<file path="config.mk">
export PLATFORM = sky130hd
export DESIGN_NAME = rbus_d2r_mgr_prio
export DESIGN_NICKNAME = d
export VERILOG_FILES = /design/src/rtl/rbus_d2r_pkg.sv /design/src/rtl/rbus_d2r_req_fifo.sv /design/src/rtl/rbus_d2r_mgr_prio.sv
export SDC_FILE = /design/constraint.sdc
export NUM_CORES = 1
export LEC_CHECK = 0
export ABC_AREA = 1
export CAP_MARGIN = 10
export CORE_ASPECT_RATIO = 1.1
export CORE_MARGIN = 1
export CORE_UTILIZATION = 50
export CTS_CLUSTER_DIAMETER = 40
export DETAILED_ROUTE_END_ITERATION = 12
export PLACE_DENSITY = 0.68
export SYNTH_ARGS = -nofsm -noshare
export SYNTH_HDL_FRONTEND = slang
export SYNTH_SLANG_ARGS = --single-unit
</file>
<file path="constraint.sdc">
create_clock -name clk -period 3.6 [get_ports clk]
set_input_delay 0.72 -clock clk [delete_from_list [all_inputs] [get_ports clk]]
set_output_delay 0.72 -clock clk [all_outputs]
set_load 0.02 [all_outputs]
</file>
<file path="src/rtl/rbus_d2r_pkg.sv">
// Shared ctrl-word field positions, request entry type and grant encoder for the
// ring-bus device-to-ring grant manager.
package rbus_d2r_pkg;

   localparam int REQ_V   = 11;
   localparam int LONG    = 10;
   localparam int PRIO_HI = 9;
   localparam int PRIO_LO = 8;
   localparam int ID_W    = 8;
   localparam int CTRL_W  = 12;
   localparam int DATA_W  = 72;

   typedef struct packed {
      logic [ID_W-1:0] id;
   } req_t;

   function automatic logic [CTRL_W-1:0] grant_encode(input logic       long_cls,
                                                      input logic [1:0] prio,
                                                      input req_t       req);
      return {1'b1, long_cls, prio, req.id};
   endfunction

endpackage

</file>
<file path="src/rtl/rbus_d2r_req_fifo.sv">
// Request FIFO holding device ids for one (class, priority) queue.
module rbus_d2r_req_fifo
   import rbus_d2r_pkg::*;
#(
   parameter int DEPTH = 16
) (
   input  logic                     clk,
   input  logic                     rst,
   input  logic                     push,
   input  logic                     pop,
   input  req_t                     din,
   output req_t                     dout,
   output logic                     full,
   output logic                     empty,
   output logic [$clog2(DEPTH):0]   count
);

   localparam int AW = $clog2(DEPTH);

   req_t              mem_r [DEPTH];
   logic [AW-1:0]     wr_ptr_r;
   logic [AW-1:0]     rd_ptr_r;
   logic [AW:0]       count_r;
   logic              do_push_s;
   logic              do_pop_s;

   assign full      = (count_r == (AW+1)'(DEPTH));
   assign empty     = (count_r == (AW+1)'(0));
   assign count     = count_r;
   assign dout      = mem_r[rd_ptr_r];
   assign do_push_s = push & ~full;
   assign do_pop_s  = pop & ~empty;

   // Entry storage; contents are don't-care while the FIFO is empty.
   always_ff @(posedge clk) begin
      if (do_push_s) begin
         mem_r[wr_ptr_r] <= din;
      end
   end

   // Pointers wrap naturally because DEPTH is a power of two.
   always_ff @(posedge clk) begin
      if (rst) begin
         wr_ptr_r <= '0;
         rd_ptr_r <= '0;
         count_r  <= '0;
      end else begin
         if (do_push_s) begin
            wr_ptr_r <= wr_ptr_r + AW'(1);
         end
         if (do_pop_s) begin
            rd_ptr_r <= rd_ptr_r + AW'(1);
         end
         case ({do_push_s, do_pop_s})
            2'b10:   count_r <= count_r + (AW+1)'(1);
            2'b01:   count_r <= count_r - (AW+1)'(1);
            default: count_r <= count_r;
         endcase
      end
   end

endmodule

</file>
<file path="src/rtl/rbus_d2r_mgr_prio.sv">
// Device-to-ring grant manager: captures requests from data words into per-class,
// per-priority FIFOs and grants free header slots. Optional aging: RBUS_D2R_AGING_EN.
module rbus_d2r_mgr_prio
   import rbus_d2r_pkg::*;
#(
   parameter int PRIO_NUM   = 4,
   parameter int FIFO_DEPTH = 16,
   parameter int AGE_LIMIT  = 8
) (
   input  logic                  clk,
   input  logic                  rst,
   input  logic                  i_sof,
   input  logic [CTRL_W-1:0]     i_ctrl,
   input  logic [DATA_W-1:0]     i_data,
   output logic                  o_sof,
   output logic [CTRL_W-1:0]     o_ctrl,
   output logic [DATA_W-1:0]     o_data,
   output logic [2*PRIO_NUM-1:0] o_pending,
   output logic                  ff_err
);

   localparam int         NQ       = 2*PRIO_NUM;
   localparam int         CW       = $clog2(FIFO_DEPTH)+1;
   localparam logic [1:0] PRIO_MAX = 2'(PRIO_NUM-1);

   if (PRIO_NUM < 1 || PRIO_NUM > 4 || FIFO_DEPTH < 4 || FIFO_DEPTH > 64 ||
       (FIFO_DEPTH & (FIFO_DEPTH-1)) != 0 || AGE_LIMIT < 1) begin : g_cfg_err
      $error("rbus_d2r_mgr_prio: unsupported parameter set");
   end

   logic [NQ-1:0]     push_s;
   logic [NQ-1:0]     pop_s;
   logic [NQ-1:0]     full_s;
   logic [NQ-1:0]     empty_s;
   logic [CW-1:0]     count_s    [NQ];
   req_t              head_s     [NQ];
   req_t              din_s;
   logic              cls_s;
   logic [1:0]        req_prio_s;
   logic [PRIO_NUM-1:0] cls_empty_s;
   req_t              cls_head_s [PRIO_NUM];
   logic [1:0]        sel_s;
   logic              found_s;
   req_t              grant_id_s;
   logic              req_v_s;
   logic              req_full_s;
   logic              grant_v_s;
   logic [CTRL_W-1:0] ctrl_nxt_s;
   logic [NQ-1:0]     pend_nxt_s;

`ifdef RBUS_D2R_AGING_EN
   localparam int AGE_W = $clog2(AGE_LIMIT+1);
   logic [AGE_W-1:0] age_r [2][PRIO_NUM];
`endif

   assign din_s = req_t'(i_ctrl[ID_W-1:0]);

   for (genvar gi = 0; gi < NQ; gi++) begin : g_fifo
      rbus_d2r_req_fifo #(.DEPTH(FIFO_DEPTH)) u_fifo (
         .clk   (clk),
         .rst   (rst),
         .push  (push_s[gi]),
         .pop   (pop_s[gi]),
         .din   (din_s),
         .dout  (head_s[gi]),
         .full  (full_s[gi]),
         .empty (empty_s[gi]),
         .count (count_s[gi])
      );
   end

   // Request decode, grant selection and next output word.
   always_comb begin
      cls_s      = i_ctrl[LONG];
      req_prio_s = (i_ctrl[PRIO_HI:PRIO_LO] > PRIO_MAX) ? PRIO_MAX : i_ctrl[PRIO_HI:PRIO_LO];
      sel_s      = 2'd0;
      found_s    = 1'b0;
      grant_id_s = '0;
      req_full_s = 1'b0;
      for (int p = 0; p < PRIO_NUM; p++) begin
         cls_empty_s[p] = cls_s ? empty_s[PRIO_NUM+p] : empty_s[p];
         cls_head_s[p]  = cls_s ? head_s[PRIO_NUM+p]  : head_s[p];
      end
      // Ascending scan: the last non-empty level seen is the highest.
      for (int p = 0; p < PRIO_NUM; p++) begin
         sel_s   = cls_empty_s[p] ? sel_s : 2'(p);
         found_s = found_s | ~cls_empty_s[p];
      end
`ifdef RBUS_D2R_AGING_EN
      // Descending scan so the lowest aged level overrides.
      for (int p = PRIO_NUM-2; p >= 0; p--) begin
         sel_s = ((age_r[cls_s][p] >= AGE_W'(AGE_LIMIT)) && !cls_empty_s[p]) ? 2'(p) : sel_s;
      end
`endif
      for (int p = 0; p < PRIO_NUM; p++) begin
         grant_id_s = (sel_s == 2'(p)) ? cls_head_s[p] : grant_id_s;
      end
      req_v_s   = ~i_sof & i_ctrl[REQ_V];
      grant_v_s = i_sof & i_ctrl[REQ_V] & found_s;
      for (int i = 0; i < NQ; i++) begin
         push_s[i]  = req_v_s & (cls_s == 1'(i / PRIO_NUM)) & (req_prio_s == 2'(i % PRIO_NUM)) & ~full_s[i];
         pop_s[i]   = grant_v_s & (cls_s == 1'(i / PRIO_NUM)) & (sel_s == 2'(i % PRIO_NUM));
         req_full_s = req_full_s | (req_v_s & (cls_s == 1'(i / PRIO_NUM)) &
                                    (req_prio_s == 2'(i % PRIO_NUM)) & full_s[i]);
         pend_nxt_s[i] = push_s[i] | (~empty_s[i] & ~(pop_s[i] & (count_s[i] == CW'(1))));
      end
      case ({i_sof, i_ctrl[REQ_V]})
         2'b01:   ctrl_nxt_s = req_full_s ? i_ctrl : 12'd0;
         2'b11:   ctrl_nxt_s = found_s ? grant_encode(cls_s, sel_s, grant_id_s) : i_ctrl;
         default: ctrl_nxt_s = i_ctrl;
      endcase
   end

   // Output register stage; ff_err is sticky until reset.
   always_ff @(posedge clk) begin
      if (rst) begin
         o_sof     <= 1'b0;
         o_ctrl    <= 12'd0;
         o_data    <= 72'd0;
         o_pending <= '0;
         ff_err    <= 1'b0;
      end else begin
         o_sof     <= i_sof;
         o_ctrl    <= ctrl_nxt_s;
         o_data    <= i_data;
         o_pending <= pend_nxt_s;
         ff_err    <= ff_err | req_full_s;
      end
   end

`ifdef RBUS_D2R_AGING_EN
   // Bypass counters for every level below the top, per class.
   always_ff @(posedge clk) begin
      if (rst) begin
         for (int c = 0; c < 2; c++) begin
            for (int p = 0; p < PRIO_NUM; p++) begin
               age_r[c][p] <= '0;
            end
         end
      end else begin
         for (int c = 0; c < 2; c++) begin
            for (int p = 0; p < PRIO_NUM-1; p++) begin
               if (empty_s[c*PRIO_NUM+p]) begin
                  age_r[c][p] <= '0;
               end else if (grant_v_s && (cls_s == 1'(c))) begin
                  if (sel_s == 2'(p)) begin
                     age_r[c][p] <= '0;
                  end else if ((sel_s > 2'(p)) && (age_r[c][p] < AGE_W'(AGE_LIMIT))) begin
                     age_r[c][p] <= age_r[c][p] + AGE_W'(1);
                  end
               end
            end
         end
      end
   end
`endif

endmodule

</file>
==> Word-level counts from Yosys, hierarchy flattened <==
Memory sizes are Yosys's and may differ from the RTL's. A register that Yosys moved wholly into a read port is not among the register bits.
Cells that the tools add are included.
{ "op_classes": {"add_sub_neg": 32, "order_cmp": 1, "eq_ne": 40, "muxes": 59, "n_bitwise": 120, "reduce_logical": 18} }
{ "op_table": {"columns": ["op", "count"], "rows": [
  ["case mux 5 bit (2 select lines)", 8],
  ["bitwise AND 1 bit", 71],
  ["adder 4 x 1 -> 4 bit (second input constant)", 16],
  ["two-way mux 4 bit", 16],
  ["two-way mux 8 bit", 8],
  ["adder 5 x 1 -> 5 bit (second input constant)", 8],
  ["equality test 5 x 1 -> 1 bit (second input constant)", 8],
  ["equality test 5 bit (second input constant)", 8],
  ["zero test 5 bit", 8],
  ["subtractor 5 x 1 -> 5 bit (second input constant)", 8],
  ["NOT 1 bit", 30],
  ["equality test 2 bit (second input constant)", 13],
  ["two-way mux 12 bit", 2],
  ["case mux 12 bit (2 select lines)", 1],
  ["equality test 2 x 1 -> 1 bit (second input constant)", 11],
  ["two-way mux 1 bit", 21],
  ["OR 1 bit", 19],
  ["nonzero test 2 bit", 8],
  ["two-way mux 2 bit", 3],
  ["zero test 2 bit", 2],
  ["greater-than comparator 2 bit (second input constant)", 1]
]} }
{ "totals": {"reg_bits": 198, "ramBits": 1024, "mem_count": 8} }
{ "mem_list": {"columns": ["name", "words", "width", "read_ports", "rd_clocked_by_memory_dff", "wr", "line_no", "text"], "rows": [
  ["g_fifo[0].u_fifo.mem_r", 16, 8, 1, 1, 1, "rbus_d2r_req_fifo.sv:20", "req_t mem_r [DEPTH];"],
  ["g_fifo[1].u_fifo.mem_r", 16, 8, 1, 1, 1, "rbus_d2r_req_fifo.sv:20", null],
  ["g_fifo[2].u_fifo.mem_r", 16, 8, 1, 1, 1, "rbus_d2r_req_fifo.sv:20", null],
  ["g_fifo[3].u_fifo.mem_r", 16, 8, 1, 1, 1, "rbus_d2r_req_fifo.sv:20", null],
  ["g_fifo[4].u_fifo.mem_r", 16, 8, 1, 1, 1, "rbus_d2r_req_fifo.sv:20", null],
  ["g_fifo[5].u_fifo.mem_r", 16, 8, 1, 1, 1, "rbus_d2r_req_fifo.sv:20", null],
  ["+2 memories", null, null, null, null, null, null, null]
]} }

==> Logic depth before layout (Yosys ltp) <==
{ "depth": {"ltp_word": 14, "mapped_depth": 19} }

==> Hierarchy <==
A second synthesis with hierarchy kept.
{ "hier_totals": {"cells_unflattened": 4453, "hier_area_um2": 53159.7} }
{ "by_module_without_submodules": {"columns": ["mod", "instances", "cells_per_inst", "area_per_inst_um2"], "rows": [
  ["rbus_d2r_req_fifo (g_fifo[0].u_fifo ...)", 6, 480, 6134.6],
  ["rbus_d2r_req_fifo (g_fifo[1].u_fifo)", 1, 478, 6147.1],
  ["rbus_d2r_req_fifo (g_fifo[7].u_fifo)", 1, 478, 6073.3],
  ["rbus_d2r_mgr_prio", 1, 617, 4131.5]
]} }

==> Worst setup path before layout <==
OpenSTA, ideal clock, no wires.
{ "synth_path": {"path_kind": "in2reg", "from": "input port i_ctrl[10]", "to": "register g_fifo[7].u_fifo.count_r[4]", "arrival_ns": 2.724, "t_required_ns": 3.530, "setup_slack_ns": 0.806, "stages": 16, "cell_sequence": "buf_4 -> clkinv_2 -> nand2_1 -> nand2_1 -> nor2_2 -> nand2_2 -> nor2_8 -> nor3_4 -> nand2_1 -> inv_2 -> ha_1 -> nor2_1 -> o21ai_0 -> a21oi_1 -> o21ai_0 -> a21oi_1"} }
{ "synth_between": {"elab_chain_len": 11, "word_cells_on_any_way": 27, "classes_between": "eq/ne: 3; mux: 8; bitwise: 15; reduce/logical: 1"} }
{ "synth_rtl": {"columns": ["element", "line_no", "text"], "rows": [
  ["start, declared", "rbus_d2r_mgr_prio.sv:13", "input logic [CTRL_W-1:0] i_ctrl,"],
  ["two-way mux 1 bit", "rbus_d2r_mgr_prio.sv:81", "cls_empty_s[p] = cls_s ? empty_s[PRIO_NUM+p] : empty_s[p];"],
  ["NOT 1 bit", "rbus_d2r_mgr_prio.sv:87", "found_s = found_s | ~cls_empty_s[p];"],
  ["OR 1 bit (3 in a row)", "rbus_d2r_mgr_prio.sv:87", null],
  ["bitwise AND 1 bit", "rbus_d2r_mgr_prio.sv:99", "grant_v_s = i_sof & i_ctrl[REQ_V] & found_s;"],
  ["bitwise AND 1 bit", "rbus_d2r_mgr_prio.sv:102", "pop_s[i] = grant_v_s & (cls_s == 1'(i / PRIO_NUM)) & (sel_s == 2'(i % PRIO_NUM));"],
  ["bitwise AND 1 bit *", "rbus_d2r_mgr_prio.sv:102", null],
  ["bitwise AND 1 bit *", "rbus_d2r_req_fifo.sv:32", "assign do_pop_s = pop & ~empty;"],
  ["named net g_fifo[7].u_fifo.do_pop_s", "rbus_d2r_req_fifo.sv:25", "logic do_pop_s;"],
  ["equality test 2 x 1 -> 1 bit or equality test 2 bit (tied branches)", "rbus_d2r_req_fifo.sv:54", "case ({do_push_s, do_pop_s})"],
  ["case mux 5 bit (2 select lines) or nonzero test 2 bit (tied branches)", null, null],
  ["end signal, assigned", "rbus_d2r_req_fifo.sv:55", "2'b10: count_r <= count_r + (AW+1)'(1);"],
  ["end signal, assigned", "rbus_d2r_req_fifo.sv:56", "2'b01: count_r <= count_r - (AW+1)'(1);"],
  ["end signal, assigned", "rbus_d2r_req_fifo.sv:57", "default: count_r <= count_r;"],
  ["end, declared", "rbus_d2r_req_fifo.sv:23", "logic [AW:0] count_r;"]
]} }
Mark *: on every way through the listed nets, which the timed path passes. The rest lies on a longest branch.
A chain may end at the register's enable or synchronous reset.

==> Worst setup path after layout <==
{ "layout_path": {"from": "register g_fifo[3].u_fifo.count_r[0]", "to": "register g_fifo[2].u_fifo.count_r[4]"} }
{ "layout_between": {"elab_chain_len": 10, "word_cells_on_any_way": 14, "classes_between": "eq/ne: 3; mux: 3; bitwise: 6; reduce/logical: 2"} }
{ "layout_rtl": {"columns": ["element", "line_no", "text"], "rows": [
  ["start, declared", "rbus_d2r_req_fifo.sv:23", null],
  ["start signal, assigned", "rbus_d2r_req_fifo.sv:55", null],
  ["start signal, assigned", "rbus_d2r_req_fifo.sv:56", null],
  ["start signal, assigned", "rbus_d2r_req_fifo.sv:57", null],
  ["zero test 5 bit *", "rbus_d2r_req_fifo.sv:28", "assign empty = (count_r == (AW+1)'(0));"],
  ["two-way mux 1 bit *", "rbus_d2r_mgr_prio.sv:81", null],
  ["NOT 1 bit", "rbus_d2r_mgr_prio.sv:87", null],
  ["OR 1 bit", "rbus_d2r_mgr_prio.sv:87", null],
  ["bitwise AND 1 bit", "rbus_d2r_mgr_prio.sv:99", null],
  ["bitwise AND 1 bit", "rbus_d2r_mgr_prio.sv:102", null],
  ["bitwise AND 1 bit *", "rbus_d2r_mgr_prio.sv:102", null],
  ["bitwise AND 1 bit *", "rbus_d2r_req_fifo.sv:32", null],
  ["named net g_fifo[2].u_fifo.do_pop_s", "rbus_d2r_req_fifo.sv:25", null],
  ["equality test 2 x 1 -> 1 bit or equality test 2 bit (tied branches)", "rbus_d2r_req_fifo.sv:54", null],
  ["case mux 5 bit (2 select lines) or nonzero test 2 bit (tied branches)", null, null],
  ["end signal, assigned", "rbus_d2r_req_fifo.sv:55", null],
  ["end signal, assigned", "rbus_d2r_req_fifo.sv:56", null],
  ["end signal, assigned", "rbus_d2r_req_fifo.sv:57", null],
  ["end, declared", "rbus_d2r_req_fifo.sv:23", null]
]} }
Marked as above.

==> key figures <==
CTS
  – CTS clock-pin slew for the worst setup and hold paths: roughly 0.060 ns
  – H-Tree Depth: 4
  – Post-CTS sizing: 0
  – Setup repair bufs after CTS: 0
  – CTS tree: built
  – CTS buffer count: 150
  – CTS Hold Buffers Added: 0
  – Clock tree root driver cell: clkbuf_16
  – Worst skew pair latency: between 0.7 and 0.8 ns
  – CTS max path bufs: 3
  – Clk sinks: roughly 1.3k

Place
  – Final HPWL DP: 79.4 mm
  – Place WS: around 0.28 ns
  – Quantity of I/O buffers inserted on ports: between 150 and 200
  – Placed insts: 6247
  – Placer Congestion: 0.906

Critical path
  – Startpoint types: flop
  – Kind of critical path: reg2reg
  – Critical-path cell list: inv_1, ha_1, inv_1, nor3_1, o21ai_2, buf_4, nor2_2, nand2_2, inv_2, ha_1, nor2_1, o21ai_0, a21oi_1, o21ai_0, a21oi_1
  – Worst path depth: 15
  – CP arrival: roughly 3.7 ns
  – RR Endpoint: g_fifo[2].u_fifo.count[4]$_SDFFE_PP0P_
  – Worst R2R Path Depth: 15
  – R2r setup slk: around 0.6 ns
  – CP max-delay cell: nor2_2
  – Largest delay contributor family on the critical path: simple AND/OR/NAND/NOR gates
  – Worst Path Buf+Inv: 4
  – Crit path largest cell delay: about 0.43 ns
  – Worst Path Required: 4.28 ns
  – Crit path capture type: flop
  – Reg2Reg Launch Point: g_fifo[3].u_fifo.count[0]$_SDFFE_PP0P_
  – Crit path max fanout: 12

GRT
  – Initial antenna violation count: 2
  – Grt ovf: 0
  – Global Route Usage Sum: 24.3%
  – First-pass GRT wire length: 192 mm
  – Largest net degree at the start of global routing: 79
  – Grt peak-use layer: met2
  – Met3 Track Usage GR: under 10%
  – Met1 Resource Use GR: a little under a third
  – Grt met2 use: between 40% and 50%
  – Vias in the first global route: 34.0k

Power and ir drop
  – Worst VDD drop: roughly 0.46 mV
  – Switching share of power: 21.8%
  – PwrDens: roughly 530 nW/um^2
  – Flop pwr share: between 40 and 50%
  – Comb pwr share: 3.5%
  – Leakage: around 23 nW
  – Clk pwr share: 46.8%
  – NetSw: 6.92 mW
  – Internal: around 25 mW

Yosys
  – Syn Area/Cell: about 11 sq um
  – Yosys warnings: 0
  – Synthesized flop and latch total: 1254
  – Synth Net Count: ~5k
  – Top post-synthesis cells by area: edfxtp_1, nand3_1, nand2_1
  – Synth Area in Simple Gates: between 20% and 30%
  – Count of cell types in the netlist: 39
  – Number of synthesized flops with an enable pin: 1024
  – Most instantiated cells after synthesis: nand2_1, nand3_1, edfxtp_1, nor2_1, inv_1
  – Yosys top cell by area: edfxtp_1
  – XOR/XNOR Fraction of Synth Area: 0.395%
  – Syn Inst Count: ~4.7k
  – Mapped Area: a little over 50000 sq um
  – Ys flop type: edfxtp_1
  – Ys async rst share: 0%
  – Synth Area in Adders: under 10%
  – Synth Area in Compound Gates: roughly 2.4%
  – Count leader, synth: nand2_1
  – Mux cell area share after synthesis: 0%
  – Main combinational cell family by area after synthesis: simple AND/OR/NAND/NOR gates
  – Share of the synthesized area in the top cell type: approximately 60%
  – Post-synthesis sequential area ratio: between 60% and 70%

STA
  – Final Hold Vio Count: 0
  – Fmax achieved: roughly 0.33 GHz
  – Crit share post-route: a little over four fifths
  – Final Setup Violations: 0
  – Relative slew slack: roughly 22%
  – Final TNS setup: 0 ns
  – Tmin final: around 3 ns
  – Worst-margin pin slew: 1.17 ns
  – Clk_skew: roughly 0.026 ns
  – RSZ-0062 raised after global routing: false
  – Slew Limit Fails: 0
  – Post-route setup slack: 0.589 ns

Run
  – Max-cap violations: 0

Layout
  – Non-filler cells, final: between 6k and 7k
  – Storage element area: 35400 sq um
  – Layout area overhead: 18.5%
  – Area taken by multi-input logic gates: approximately 14000 sq um
  – Fillers: just over 8k
  – Layout Nets: 5202
  – Final Core Density: roughly 60%
  – Layout cells sized above 1: 9.90%

Drt
  – Pre-antenna DRT Iters: 6
  – Vias per inst: around 5.4
  – Via count: approximately 35k
  – WL final: roughly 120 mm
  – Avg WL per Cell: 19.0 microns
  – Post-DRT Antenna Nets: 0
  – First DRT Iteration DRCs: between 3k and 4k
  – DRC errors left: 0

Die
  – Die Y: roughly 340 microns
  – IO Count: between 150 and 200
  – Initial Utilization: between 50% and 60%
  – Full die area: approximately 100000 sq um
  – Core ar.: 101000 sq um
  – Std cell rows: approximately 120
  – Die W: about 310 microns

Status
  – Status: finished, final reports clean

Min path
  – Hold_sp: i_ctrl[7]
  – Worst hold path class: in2reg
  – Hold Crit Depth: 1
  – Hold EP: g_fifo[7].u_fifo.mem_r[14][7]$_DFFE_PP_
==> metal layers <==
layer | up-vias | routed length [microns]
met3 | 219 | 8950
met5 | - | 0
li1 | 16900 | -
met4 | 0 | 3970
met2 | 1296 | 59900
met1 | 16600 | 51400
==> logic make-up after synthesis <==
kind of cell / count (synthesis)
adders and majority gates: 80
buffers and inverters: 515
xor gates and xnor gates: 23
and+or+nand+nor: 2605
DFF: 1254
AOI/OAI and AO/OA: 237
==> worst max-delay path by stage <==
stage                     slack, ns                                     end                              startpoint
final                          0.59  g_fifo[2].u_fifo.count[4]$_SDFFE_PP0P_  g_fifo[3].u_fifo.count[0]$_SDFFE_PP0P_
after global placement         0.33  g_fifo[2].u_fifo.mem_r[9][4]$_DFFE_PP_                                   i_sof
after CTS                      0.62  g_fifo[2].u_fifo.count[4]$_SDFFE_PP0P_  g_fifo[3].u_fifo.count[0]$_SDFFE_PP0P_
after detailed placement       0.28  g_fifo[2].u_fifo.mem_r[1][7]$_DFFE_PP_                                   i_sof
after global routing           0.23  g_fifo[0].u_fifo.count[4]$_SDFFE_PP0P_  g_fifo[7].u_fifo.count[0]$_SDFFE_PP0P_
after floorplan                0.81  g_fifo[7].u_fifo.count[4]$_SDFFE_PP0P_                              i_ctrl[10]
==> worst reg2reg max path, cell delays in order (launching register included) <==
cell     delay, ns
dfxtp_1       0.32
inv_1         0.15
ha_1          0.19
inv_1         0.04
nor3_1        0.26
o21ai_2       0.10
buf_4         0.20
nor2_2        0.43
nand2_2       0.20
inv_2         0.13
ha_1          0.29
nor2_1        0.14
o21ai_0       0.09
a21oi_1       0.17
o21ai_0       0.09
a21oi_1       0.13
==> sequential cells by signal, summed over array words and instances (netlist names), named ones only <==
| name | cells |
|---|---|
| g_fifo.u_fifo.mem_r | 1024 |
| o_data | 72 |
| g_fifo.u_fifo.count | 40 |
| g_fifo.u_fifo.rd_ptr_r | 32 |
| g_fifo.u_fifo.wr_ptr_r | 32 |
| o_ctrl | 12 |
| o_pending | 8 |
| ff_err | 1 |
| o_sof | 1 |
==> layout by cell type, fill, tap and decap left out, drive strengths merged, types with 2 or more instances in the layout <==
master            n
clkbuf          187
nand3          1051
edfxtp         1024
a21oi           131
a2111oi           3
xor2             16
nor4              7
nand4             2
o211ai            2
dfxtp           230
ha               80
inv             313
nand2          1246
clkdlybuf4s50   170
o21ai            97
clkinv           39
xnor2             7
nor3             19
nor2            279
bufinv            8
buf             227
clkinvlp         18
==> cell type report <==
class / instances / share of cell area, %
antenna: 1 / 0.00414
clock buffer: 187 / 6.74
clock inverter: 91 / 1.48
inverter: 287 / 1.79
multi-input combinational: 2945 / 22.6
sequential: 1254 / 58.5
tap: 1364 / 2.83
timing repair buffer: 397 / 6.03
==> power groups by stage <==
stage               Sequential [mW]  Clock (mW)  Combinational [mW]
detailed placement             16.1           0                1.12
global route                   15.8        15.7                1.21
floorplan                      16.2           0               0.391
finish                         15.8        14.9                1.12
CTS                            15.8        15.1                1.12
global placement               16.1           0                1.10
==> stage by stage <==
step | power [mW] | hold WS (ns) | instance area, sq um
final | 31.8 | 0.330 | 60400
after global routing | 32.7 | 0.314 | 60400
after CTS | 32.0 | 0.308 | 60400
after detailed placement | 17.2 | 0.462 | 55400
after global placement | 17.2 | 0.455 | 55400
after floorplan | 16.5 | 0.443 | 51000
Note: power is estimated with default switching activity, not from simulation.
